## src/rtl/reorder_buffer.sv

```systemverilog
`default_nettype none
// ============================================================================
// Module   : reorder_buffer
// Purpose  : In-order retirement buffer. Hands out 3-bit dependency tags
//            (1..2^TAG_W-1, tag 0 = "no dependency") to issued instructions,
//            collects results by tag from the execution units, and retires
//            finished entries strictly in program order as one-cycle commit
//            pulses carrying {reg, data, tag} to the register file.
// Ports    : clk, rst (sync, active-low)     - clock / reset
//            pause, flush                    - freeze / discard everything
//            alloc_valid, alloc_rd           - issue-side allocation request
//            alloc_ready, alloc_tag          - free-slot flag, granted tag
//            wb_valid, wb_tag, wb_data       - result writeback
//            query_tag -> query_ready/_data  - reservation-station probe
//            commit, commit_reg/_data/_tag   - registered retirement pulse
//            count                           - occupied entries
// Config   : ROB_HEAD_BYPASS_EN - when defined, a writeback hitting a
//            not-yet-ready head entry retires it on the same edge, taking
//            commit_data straight from wb_data.
// Revision : 1.0 - initial release
// ============================================================================
module reorder_buffer #(
  parameter int TAG_W  = 3,
  parameter int DATA_W = 32
) (
  input  logic              clk,
  input  logic              rst,
  input  logic              pause,
  input  logic              flush,
  input  logic              alloc_valid,
  input  logic [4:0]        alloc_rd,
  output logic              alloc_ready,
  output logic [TAG_W-1:0]  alloc_tag,
  input  logic              wb_valid,
  input  logic [TAG_W-1:0]  wb_tag,
  input  logic [DATA_W-1:0] wb_data,
  input  logic [TAG_W-1:0]  query_tag,
  output logic              query_ready,
  output logic [DATA_W-1:0] query_data,
  output logic              commit,
  output logic [4:0]        commit_reg,
  output logic [DATA_W-1:0] commit_data,
  output logic [TAG_W-1:0]  commit_tag,
  output logic [TAG_W-1:0]  count
);

  // Tag 0 is reserved, so one code point of the tag space holds no slot.
  localparam int               DEPTH    = (1 << TAG_W) - 1;
  localparam logic [TAG_W-1:0] LAST_IDX = TAG_W'(DEPTH - 1);
  localparam logic [TAG_W-1:0] FULL_CNT = TAG_W'(DEPTH);
  localparam logic [TAG_W-1:0] ONE      = TAG_W'(1);

  // Flattened view of the per-slot storage.
  logic              slot_valid [DEPTH];
  logic              slot_ready [DEPTH];
  logic [4:0]        slot_rd    [DEPTH];
  logic [DATA_W-1:0] slot_data  [DEPTH];

  // Per-slot update strobes.
  logic [DEPTH-1:0]  wb_sel;
  logic [DEPTH-1:0]  alloc_sel;
  logic [DEPTH-1:0]  retire_sel;

  // Pointers, occupancy and commit port registers.
  logic [TAG_W-1:0]  head_q, head_d;
  logic [TAG_W-1:0]  tail_q, tail_d;
  logic [TAG_W-1:0]  count_q, count_d;
  logic              commit_q, commit_d;
  logic [4:0]        commit_reg_q, commit_reg_d;
  logic [DATA_W-1:0] commit_data_q, commit_data_d;
  logic [TAG_W-1:0]  commit_tag_q, commit_tag_d;

  logic              active;
  logic              do_alloc;
  logic              do_retire;
  logic              head_done;
  logic [TAG_W-1:0]  head_tag;
  logic [DATA_W-1:0] retire_data;
  logic [TAG_W-1:0]  query_idx;

  // --------------------------------------------------------------------------
  // Control decode
  // --------------------------------------------------------------------------
  assign active      = !pause && !flush;
  assign alloc_ready = (count_q < FULL_CNT);
  assign alloc_tag   = tail_q + ONE;
  assign do_alloc    = alloc_valid && alloc_ready && active;
  assign head_tag    = head_q + ONE;

  // Head has its result already latched (state before the edge).
  assign head_done = (count_q != '0) && slot_valid[head_q] && slot_ready[head_q];

`ifdef ROB_HEAD_BYPASS_EN
  logic head_bypass;

  // A writeback that completes the waiting head retires it immediately.
  assign head_bypass = (count_q != '0) && slot_valid[head_q] && !slot_ready[head_q]
                       && wb_valid && (wb_tag == head_tag);
  assign do_retire   = active && (head_done || head_bypass);
  assign retire_data = head_done ? slot_data[head_q] : wb_data;
`else
  assign do_retire   = active && head_done;
  assign retire_data = slot_data[head_q];
`endif

  // --------------------------------------------------------------------------
  // Slot storage. Slot g carries tag g+1.
  // --------------------------------------------------------------------------
  for (genvar g = 0; g < DEPTH; g++) begin : g_slot
    logic              valid_q, valid_d;
    logic              ready_q, ready_d;
    logic [4:0]        rd_q, rd_d;
    logic [DATA_W-1:0] data_q, data_d;

    // Writebacks to empty slots are dropped; a repeat writeback overwrites.
    assign wb_sel[g]     = wb_valid && valid_q && (wb_tag == TAG_W'(g + 1));
    assign alloc_sel[g]  = do_alloc  && (tail_q == TAG_W'(g));
    assign retire_sel[g] = do_retire && (head_q == TAG_W'(g));

    always_comb begin
      valid_d = valid_q;
      ready_d = ready_q;
      rd_d    = rd_q;
      data_d  = data_q;
      if (flush) begin
        valid_d = 1'b0;
        ready_d = 1'b0;
      end else if (!pause) begin
        if (wb_sel[g]) begin
          ready_d = 1'b1;
          data_d  = wb_data;
        end
        // A slot is only allocated while empty, so this never races a
        // writeback to live data.
        if (alloc_sel[g]) begin
          valid_d = 1'b1;
          ready_d = 1'b0;
          rd_d    = alloc_rd;
        end
        // Retirement reads pre-edge contents; clearing last wins over a
        // same-edge writeback to the departing head.
        if (retire_sel[g]) begin
          valid_d = 1'b0;
          ready_d = 1'b0;
        end
      end
    end

    always_ff @(posedge clk) begin
      if (!rst) begin
        valid_q <= 1'b0;
        ready_q <= 1'b0;
        rd_q    <= '0;
        data_q  <= '0;
      end else begin
        valid_q <= valid_d;
        ready_q <= ready_d;
        rd_q    <= rd_d;
        data_q  <= data_d;
      end
    end

    assign slot_valid[g] = valid_q;
    assign slot_ready[g] = ready_q;
    assign slot_rd[g]    = rd_q;
    assign slot_data[g]  = data_q;
  end

  // --------------------------------------------------------------------------
  // Pointers, occupancy and commit port
  // --------------------------------------------------------------------------
  always_comb begin
    head_d        = head_q;
    tail_d        = tail_q;
    count_d       = count_q;
    commit_d      = 1'b0;          // pulse: only asserted on a real commit
    commit_reg_d  = commit_reg_q;
    commit_data_d = commit_data_q;
    commit_tag_d  = commit_tag_q;

    if (flush) begin
      head_d  = '0;
      tail_d  = '0;
      count_d = '0;
    end else if (!pause) begin
      if (do_alloc) begin
        tail_d = (tail_q == LAST_IDX) ? '0 : tail_q + ONE;
      end
      if (do_retire) begin
        head_d = (head_q == LAST_IDX) ? '0 : head_q + ONE;
        // Entries targeting r0 leave without touching the register file.
        if (slot_rd[head_q] != 5'd0) begin
          commit_d      = 1'b1;
          commit_reg_d  = slot_rd[head_q];
          commit_data_d = retire_data;
          commit_tag_d  = head_tag;
        end
      end
      case ({do_alloc, do_retire})
        2'b10:   count_d = count_q + ONE;
        2'b01:   count_d = count_q - ONE;
        default: count_d = count_q;
      endcase
    end
  end

  always_ff @(posedge clk) begin
    if (!rst) begin
      head_q        <= '0;
      tail_q        <= '0;
      count_q       <= '0;
      commit_q      <= 1'b0;
      commit_reg_q  <= '0;
      commit_data_q <= '0;
      commit_tag_q  <= '0;
    end else begin
      head_q        <= head_d;
      tail_q        <= tail_d;
      count_q       <= count_d;
      commit_q      <= commit_d;
      commit_reg_q  <= commit_reg_d;
      commit_data_q <= commit_data_d;
      commit_tag_q  <= commit_tag_d;
    end
  end

  // --------------------------------------------------------------------------
  // Query port. Tag 0 maps to no slot; the index is clamped so the array
  // read stays in range.
  // --------------------------------------------------------------------------
  assign query_idx   = (query_tag == '0) ? '0 : query_tag - ONE;
  assign query_ready = (query_tag != '0) && slot_valid[query_idx] && slot_ready[query_idx];
  assign query_data  = query_ready ? slot_data[query_idx] : '0;

  assign commit      = commit_q;
  assign commit_reg  = commit_reg_q;
  assign commit_data = commit_data_q;
  assign commit_tag  = commit_tag_q;
  assign count       = count_q;

endmodule
`default_nettype wire

```

## config.mk

```make
export PLATFORM = sky130hd
export DESIGN_NAME = reorder_buffer
export DESIGN_NICKNAME = d
export VERILOG_FILES = /design/src/rtl/reorder_buffer.sv
export SDC_FILE = /design/constraint.sdc
export NUM_CORES = 1
export LEC_CHECK = 0
export CELL_PAD_IN_SITES_DETAIL_PLACEMENT = 1
export CELL_PAD_IN_SITES_GLOBAL_PLACEMENT = 1
export CORE_MARGIN = 3
export CORE_UTILIZATION = 32
export CTS_BUF_LIST = sky130_fd_sc_hd__clkbuf_4
export DETAILED_ROUTE_END_ITERATION = 10
export PLACE_DENSITY = 0.7
export SKIP_LAST_GASP = 1
export SYNTH_ARGS = -nofsm -noshare
export SYNTH_HDL_FRONTEND = slang
export SYNTH_SLANG_ARGS = --single-unit
```

## constraint.sdc

```tcl
create_clock -name clk -period 4.3 [get_ports clk]
set_input_delay 0.645 -clock clk [delete_from_list [all_inputs] [get_ports clk]]
set_output_delay 0.645 -clock clk [all_outputs]
set_load 0.03 [all_outputs]
```

# --- Word level (Yosys, flattened, before mapping) ---
# Cells that the tools add are included.
classes:
  order_cmp: 3
  n_reduce_logical: 93
  muxes: 62
  add_sub_neg: 5
  n_eq_ne: 21
  bitwise_logic: 6
ops:
  columns: ["cell", "n"]
  rows:
  - ["binary-select mux 32 bit (select 3 bit)", 2]
  - ["two-way mux 32 bit", 5]
  - ["two-way mux 1 bit", 44]
  - ["AND reduction 3 bit", 14]
  - ["logical AND 1 bit", 36]
  - ["AND reduction 2 bit", 17]
  - ["equality test 3 bit, second input constant", 10]
  - ["nonzero test 3 bit", 9]
  - ["equality test 3 x 2 -> 1 bit, second input constant", 6]
  - ["nonzero test 2 bit", 8]
  - ["binary-select mux 5 bit (select 3 bit)", 1]
  - ["binary-select mux 1 bit (select 3 bit)", 4]
  - ["two-way mux 5 bit", 2]
  - ["adder 3 x 1 -> 3 bit, second input constant", 3]
  - ["equality test 3 x 1 -> 1 bit, second input constant", 3]
  - ["logical NOT 3 bit", 3]
  - ["two-way mux 3 bit", 3]
  - [">= comparator 4 bit, second input constant", 2]
  - ["inverter 3 -> 4 bit", 2]
  - ["one-hot mux 3 bit (2 select lines)", 1]
  - ["subtractor 3 x 1 -> 3 bit, second input constant", 2]
  - ["nonzero test 5 bit", 1]
  - ["inverter 1 bit", 4]
  - ["AND reduction 4 bit", 1]
  - ["6 further kinds", 7]
word_totals:
  in_bits: 49
  wordCells: 225
  output_inout_bits: 81
  ff_bits: 323

# --- Logic depth before layout (Yosys ltp) ---
logic_depth:
  word_depth: 10
  ltp_mapped: 14
  depth_no_buf: 11

# --- Worst setup path after synthesis ---
# No wires, ideal clock.
synth_timing:
  path_kind: "input -> output"
  from: "input query_tag[2]"
  to: "output query_data[16]"
  setup_slack_ns: 0.698
  required_ns: 3.655
  arrival_ns: 2.957
  n_path_buf: 3
  path_stages: 8
  path_cell_list: "clkbuf_1 > nor3b_1 > a21oi_1 > buf_2 > buf_2 > mux4_2 > nor2_1 > a211oi_1"
synth_via:
  elab_chain_cells: 9
  word_cells_on_any_way: 17
  classes_between: "1 x add/sub; 11 x mux; 1 x bitwise; 4 x reduce/logical"
synth_lines:
  columns: ["element", "line_no", "text"]
  rows:
  - ["start: declaration", "37", "input logic [TAG_W-1:0] query_tag,"]
  - ["subtractor 3 x 1 -> 3 bit or logical NOT 3 bit (tied branches)", "231", "assign query_idx = (query_tag == '0) ? '0 : query_tag - ONE;"]
  - ["two-way mux 3 bit", "231", null]
  - ["inverter 3 -> 4 bit (not written as such)", "232, 233", null]
  - ["binary-select mux 1 bit (select 3 bit)", "232", "assign query_ready = (query_tag != '0) && slot_valid[query_idx] && slot_ready[query_idx];"]
  - ["two-way mux 1 bit (not written as such) (2 in series)", "232", null]
  - ["logical AND 1 bit (2 in series)", "232", null]
  - ["two-way mux 32 bit (*)", "233", "assign query_data = query_ready ? slot_data[query_idx] : '0;"]
  - ["end: declaration", "39", "output logic [DATA_W-1:0] query_data,"]
# Mark *: on every way between the ends. The rest lies on a longest branch, timed or not. The select of a mux whose other input is x is not followed.

# --- Final worst setup path ---
layout_timing:
  from: "input query_tag[0]"
  to: "output query_data[15]"
# The elaborated chain is that of the path after synthesis.

==> flow_summary.html <==
<table>
<tr><th>Metric</th><th>Value</th></tr>
<tr><th colspan="2">Yosys</th></tr>
<tr><td>Fraction of synthesized cell area taken by the top area cell type</td><td>between 40% and 50%</td></tr>
<tr><td>Total of warnings raised by yosys</td><td>0</td></tr>
<tr><td>Most common library cells after synthesis</td><td>sky130_fd_sc_hd__dfxtp_1 (323), sky130_fd_sc_hd__nand2_1 (317), sky130_fd_sc_hd__mux2i_1 (300)</td></tr>
<tr><td>Syn Inst Count</td><td>~1800</td></tr>
<tr><td>Number of register bits inferred by synthesis</td><td>323</td></tr>
<tr><td>Fraction of registers with async set or reset after synthesis</td><td>0%</td></tr>
<tr><td>Seq/Total Area, Yosys</td><td>roughly two fifths</td></tr>
<tr><td>Most instantiated flip-flop cell in the synthesis netlist</td><td>sky130_fd_sc_hd__dfxtp_1</td></tr>
<tr><td>Number of flops mapped to enable cells by yosys</td><td>0</td></tr>
<tr><td>Netlist area before placement</td><td>between 15000 and 20000 um^2</td></tr>
<tr><td>Synth area leader</td><td>sky130_fd_sc_hd__dfxtp_1</td></tr>
<tr><td>Cell with the most instances after synthesis</td><td>sky130_fd_sc_hd__dfxtp_1</td></tr>
<tr><td>Net count after synthesis</td><td>1813</td></tr>
<tr><td>Number of distinct library cell variants in the gate-level netlist after synthesis</td><td>54</td></tr>
<tr><td>Mean post-synth cell area</td><td>9.038 um^2</td></tr>
<tr><td>Cell types with the largest area share after synthesis</td><td>sky130_fd_sc_hd__dfxtp_1 (41%), sky130_fd_sc_hd__mux2i_1 (19%), sky130_fd_sc_hd__nand2_1 (7.5%)</td></tr>
<tr><th colspan="2">CTS</th></tr>
<tr><td>Maximum level of the CTS H-tree</td><td>3</td></tr>
<tr><td>Cell at the root of the clock tree</td><td>sky130_fd_sc_hd__clkbuf_4</td></tr>
<tr><td>Post-CTS setup-driven buffer insertion count</td><td>0</td></tr>
<tr><td>Count of cells resized by post-cts repair</td><td>0</td></tr>
<tr><td>Count of hold buffers inserted by post-cts repair</td><td>0</td></tr>
<tr><td>TritonCTS clock tree</td><td>yes</td></tr>
<tr><td>Inserted Clock Buffers</td><td>92</td></tr>
<tr><td>Buffers from clock root to sink, at most</td><td>3</td></tr>
<tr><td>Worst-Skew Late Latency</td><td>between 800 and 900 ps</td></tr>
<tr><td>Reg clk slew, reported paths</td><td>60 ps</td></tr>
<tr><td>Clock tree sinks</td><td>around 320</td></tr>
<tr><th colspan="2">Job</th></tr>
<tr><td>Max_cap viols</td><td>0</td></tr>
<tr><th colspan="2">Critical path</th></tr>
<tr><td>Most Frequent Cell on Critical Path</td><td>sky130_fd_sc_hd__buf_4</td></tr>
<tr><td>Type of the worst setup path</td><td>in2out</td></tr>
<tr><td>Reg2reg path depth</td><td>8</td></tr>
<tr><td>Cell with the biggest individual delay on the critical path</td><td>sky130_fd_sc_hd__a211oi_1</td></tr>
<tr><td>Critical Path Fanout Max</td><td>25</td></tr>
<tr><td>Largest incremental delay on the critical path</td><td>roughly 640 ps</td></tr>
<tr><td>Required time of the critical path</td><td>3650 ps</td></tr>
<tr><td>Capturing element type of the critical path</td><td>output port</td></tr>
<tr><td>Worst path cell trace</td><td>buf_2, buf_4, mux4_2, nand2_1, o21ai_4, a211oi_1, buf_4</td></tr>
<tr><td>Startpoint type of the worst setup path</td><td>input pin</td></tr>
<tr><td>Arrival @ worst endpoint</td><td>3150 ps</td></tr>
<tr><th colspan="2">Routing</th></tr>
<tr><td>Detailed Route WL</td><td>55280 um</td></tr>
<tr><td>Vias per cell</td><td>approximately 5.3</td></tr>
<tr><td>DR WL/cell</td><td>about 21 um</td></tr>
<tr><td>Initial DRC Count</td><td>around 790</td></tr>
<tr><td>First drt pass iteration count</td><td>5</td></tr>
<tr><td># DRC</td><td>0</td></tr>
<tr><td>Via count</td><td>roughly 14000</td></tr>
<tr><td>Antenna-violating nets left</td><td>0</td></tr>
<tr><th colspan="2">Floorplanning</th></tr>
<tr><td>Placeable core region</td><td>48350 um^2</td></tr>
<tr><td>Total die area</td><td>around 52000 um^2</td></tr>
<tr><td>Boundary Pins</td><td>130</td></tr>
<tr><td>Die W</td><td>~230 um</td></tr>
<tr><td>Initial core utilization</td><td>approximately a third</td></tr>
<tr><td>Height of the chip</td><td>~230 um</td></tr>
<tr><td>Number of placement rows</td><td>80</td></tr>
<tr><th colspan="2">Global routing</th></tr>
<tr><td>Global routing's busiest layer</td><td>met2</td></tr>
<tr><td>Total gr overflow</td><td>0</td></tr>
<tr><td>Number of global-route vias before repair</td><td>14760</td></tr>
<tr><td>Met1 Usage GRT</td><td>approximately a quarter</td></tr>
<tr><td>Global Route met3 Usage</td><td>~4.5%</td></tr>
<tr><td>Pin count of the biggest net entering global routing</td><td>roughly 120</td></tr>
<tr><td>Number of antenna violations at the first check in global routing</td><td>7</td></tr>
<tr><td>Routing usage on met2</td><td>34.93%</td></tr>
<tr><td>Global Route Usage Sum</td><td>between 20% and 30%</td></tr>
<tr><td>First-pass GRT wire length</td><td>86150 um</td></tr>
<tr><th colspan="2">Pwr</th></tr>
<tr><td>Leakage power of the design</td><td>6.733 nW</td></tr>
<tr><td>Worst ir drop on vdd</td><td>~0.18 mV</td></tr>
<tr><td>Power after layout</td><td>6.223 mW</td></tr>
<tr><td>PwrDens</td><td>~330 nW/um^2</td></tr>
<tr><th colspan="2">Timing</th></tr>
<tr><td>Fmax</td><td>263.5 MHz</td></tr>
<tr><td>Setup tns final</td><td>0 ps</td></tr>
<tr><td>Worst hold slack across all endpoints</td><td>around 260 ps</td></tr>
<tr><td>Period Utilization, post-route</td><td>between 80% and 90%</td></tr>
<tr><td>RSZ-0062 raised after global routing</td><td>no</td></tr>
<tr><td>Rel. slew slack</td><td>approximately a quarter</td></tr>
<tr><td>Clock period minus final worst setup slack</td><td>3796 ps</td></tr>
<tr><td>Actual slew at the worst max-slew pin</td><td>between 1000 and 1500 ps</td></tr>
<tr><td>Setup violators final</td><td>0</td></tr>
<tr><td>Hold violation count in the final report</td><td>0</td></tr>
<tr><td>Worst clock skew</td><td>slightly above 80 ps</td></tr>
<tr><td>Max Transition Viols Final</td><td>0</td></tr>
<tr><th colspan="2">Place</th></tr>
<tr><td>Routability-driven placement congestion ratio</td><td>0.7883</td></tr>
<tr><td>I/O Buffers</td><td>129</td></tr>
<tr><td>Total half-perimeter wirelength after legalization and detailed placement</td><td>roughly 35000 um</td></tr>
<tr><th colspan="2">Hold path</th></tr>
<tr><td>Instance count along the most critical hold path</td><td>3</td></tr>
<tr><td>Hold Path Class</td><td>in2reg</td></tr>
<tr><th colspan="2">Finish</th></tr>
<tr><td>Number of fill cells</td><td>5587</td></tr>
<tr><td>Register with the most flip-flops</td><td>g_slot.data_q</td></tr>
<tr><td>Max reg flops</td><td>about 220</td></tr>
<tr><td>Area overhead of the layout relative to synthesis</td><td>19.38%</td></tr>
<tr><td>Total number of nets in the final design</td><td>1937</td></tr>
<tr><td>Share of cells above drive strength 1</td><td>16.22%</td></tr>
<tr><th colspan="2">Outcome</th></tr>
<tr><td>Outcome</td><td>completed</td></tr>
</table>
[final timing paths]
path	startpoint	endpoint	slack, ps
min reg2reg	commit_tag[2]	commit_tag[2]	460
max	query_tag[0]	query_data[15]	500
min	rst	commit_data[3]	260
max reg2reg	head_q[0]	commit_data[25]	1030
[critical path, delay by kind of cell]
family	cells	cell delay, ps
and+or+nand+nor	1	120
muxes	1	570
AOI/OAI and AO/OA	2	910
buffers and inverters	3	870
[cell usage in the layout (no fill, tap or decap), types with 4 or more instances in the layout]
cell type                         count
sky130_fd_sc_hd__mux2_2              36
sky130_fd_sc_hd__clkinv_1            12
sky130_fd_sc_hd__clkdlybuf4s50_1     93
sky130_fd_sc_hd__inv_1               20
sky130_fd_sc_hd__ha_1                11
sky130_fd_sc_hd__a221o_1             36
sky130_fd_sc_hd__o21ai_0             35
sky130_fd_sc_hd__clkbuf_4           135
sky130_fd_sc_hd__nand2_1            317
sky130_fd_sc_hd__nand3_1             17
sky130_fd_sc_hd__o221a_2              5
sky130_fd_sc_hd__a21oi_1            111
sky130_fd_sc_hd__mux4_2              34
sky130_fd_sc_hd__a221oi_1            33
sky130_fd_sc_hd__diode_2              5
sky130_fd_sc_hd__buf_4               67
sky130_fd_sc_hd__nor2_4               4
sky130_fd_sc_hd__buf_12               8
sky130_fd_sc_hd__a211oi_1            43
sky130_fd_sc_hd__buf_2                4
sky130_fd_sc_hd__mux2i_1            300
sky130_fd_sc_hd__a22oi_1              6
sky130_fd_sc_hd__dfxtp_1            322
sky130_fd_sc_hd__a21boi_0             5
sky130_fd_sc_hd__nor2_1             210
sky130_fd_sc_hd__nand2b_1             8
sky130_fd_sc_hd__and3_1               8
[cell families after synthesis]
kind of cell / Yosys count / synth area share, %
buffers and inverters: 164 / 4.354
AO/OA/AOI/OAI: 292 / 12.51
flip-flops: 323 / 40.84
adder cells (fa/ha/maj): 12 / 0.9956
XOR/XNOR: 3 / 0.1660
AND/OR/NAND/NOR: 588 / 14.78
multiplexers: 370 / 26.36
[final cells by class]
cell class	count	area [um^2]	share of cell area, %
Tap cell	656	820.8	4.342
Inverter	22	90.09	0.4766
Sequential cell	323	6470	34.23
Multi-Input combinational cell	1265	8767	46.38
Clock inverter	19	115.1	0.6089
Clock buffer	135	1013	5.361
Antenna cell	5	12.51	0.06619
Timing Repair Buffer	172	1614	8.539
[per-layer routing]
layer / wire [um] / share of wire [%]
met1: 24860 / 45
met4: 1290 / 2.3
met2: 26130 / 47
met5: 29 / 0.052
met3: 2978 / 5.4
[power breakdown]
group | internal [mW] | switching (mW) | total (mW)
Clock | 1.49 | 1.36 | 2.84
Sequential | 2.99 | 0.00212 | 3.00
Combinational | 0.126 | 0.260 | 0.386
Total | 4.61 | 1.62 | 6.22
[through the flow]
stage	instance area, um^2	utilization [%]	setup slack (ps)	instances
after floorplan	15830	-	698.4	1752
after global placement	17760	36.74	570.1	2438
after detailed placement	17760	36.74	533.5	2438
after CTS	18890	39.07	487.7	2592
after global routing	18900	39.08	379.8	2594
final	18900	39.10	504.3	2597
Power figures use the tool's default switching activity.
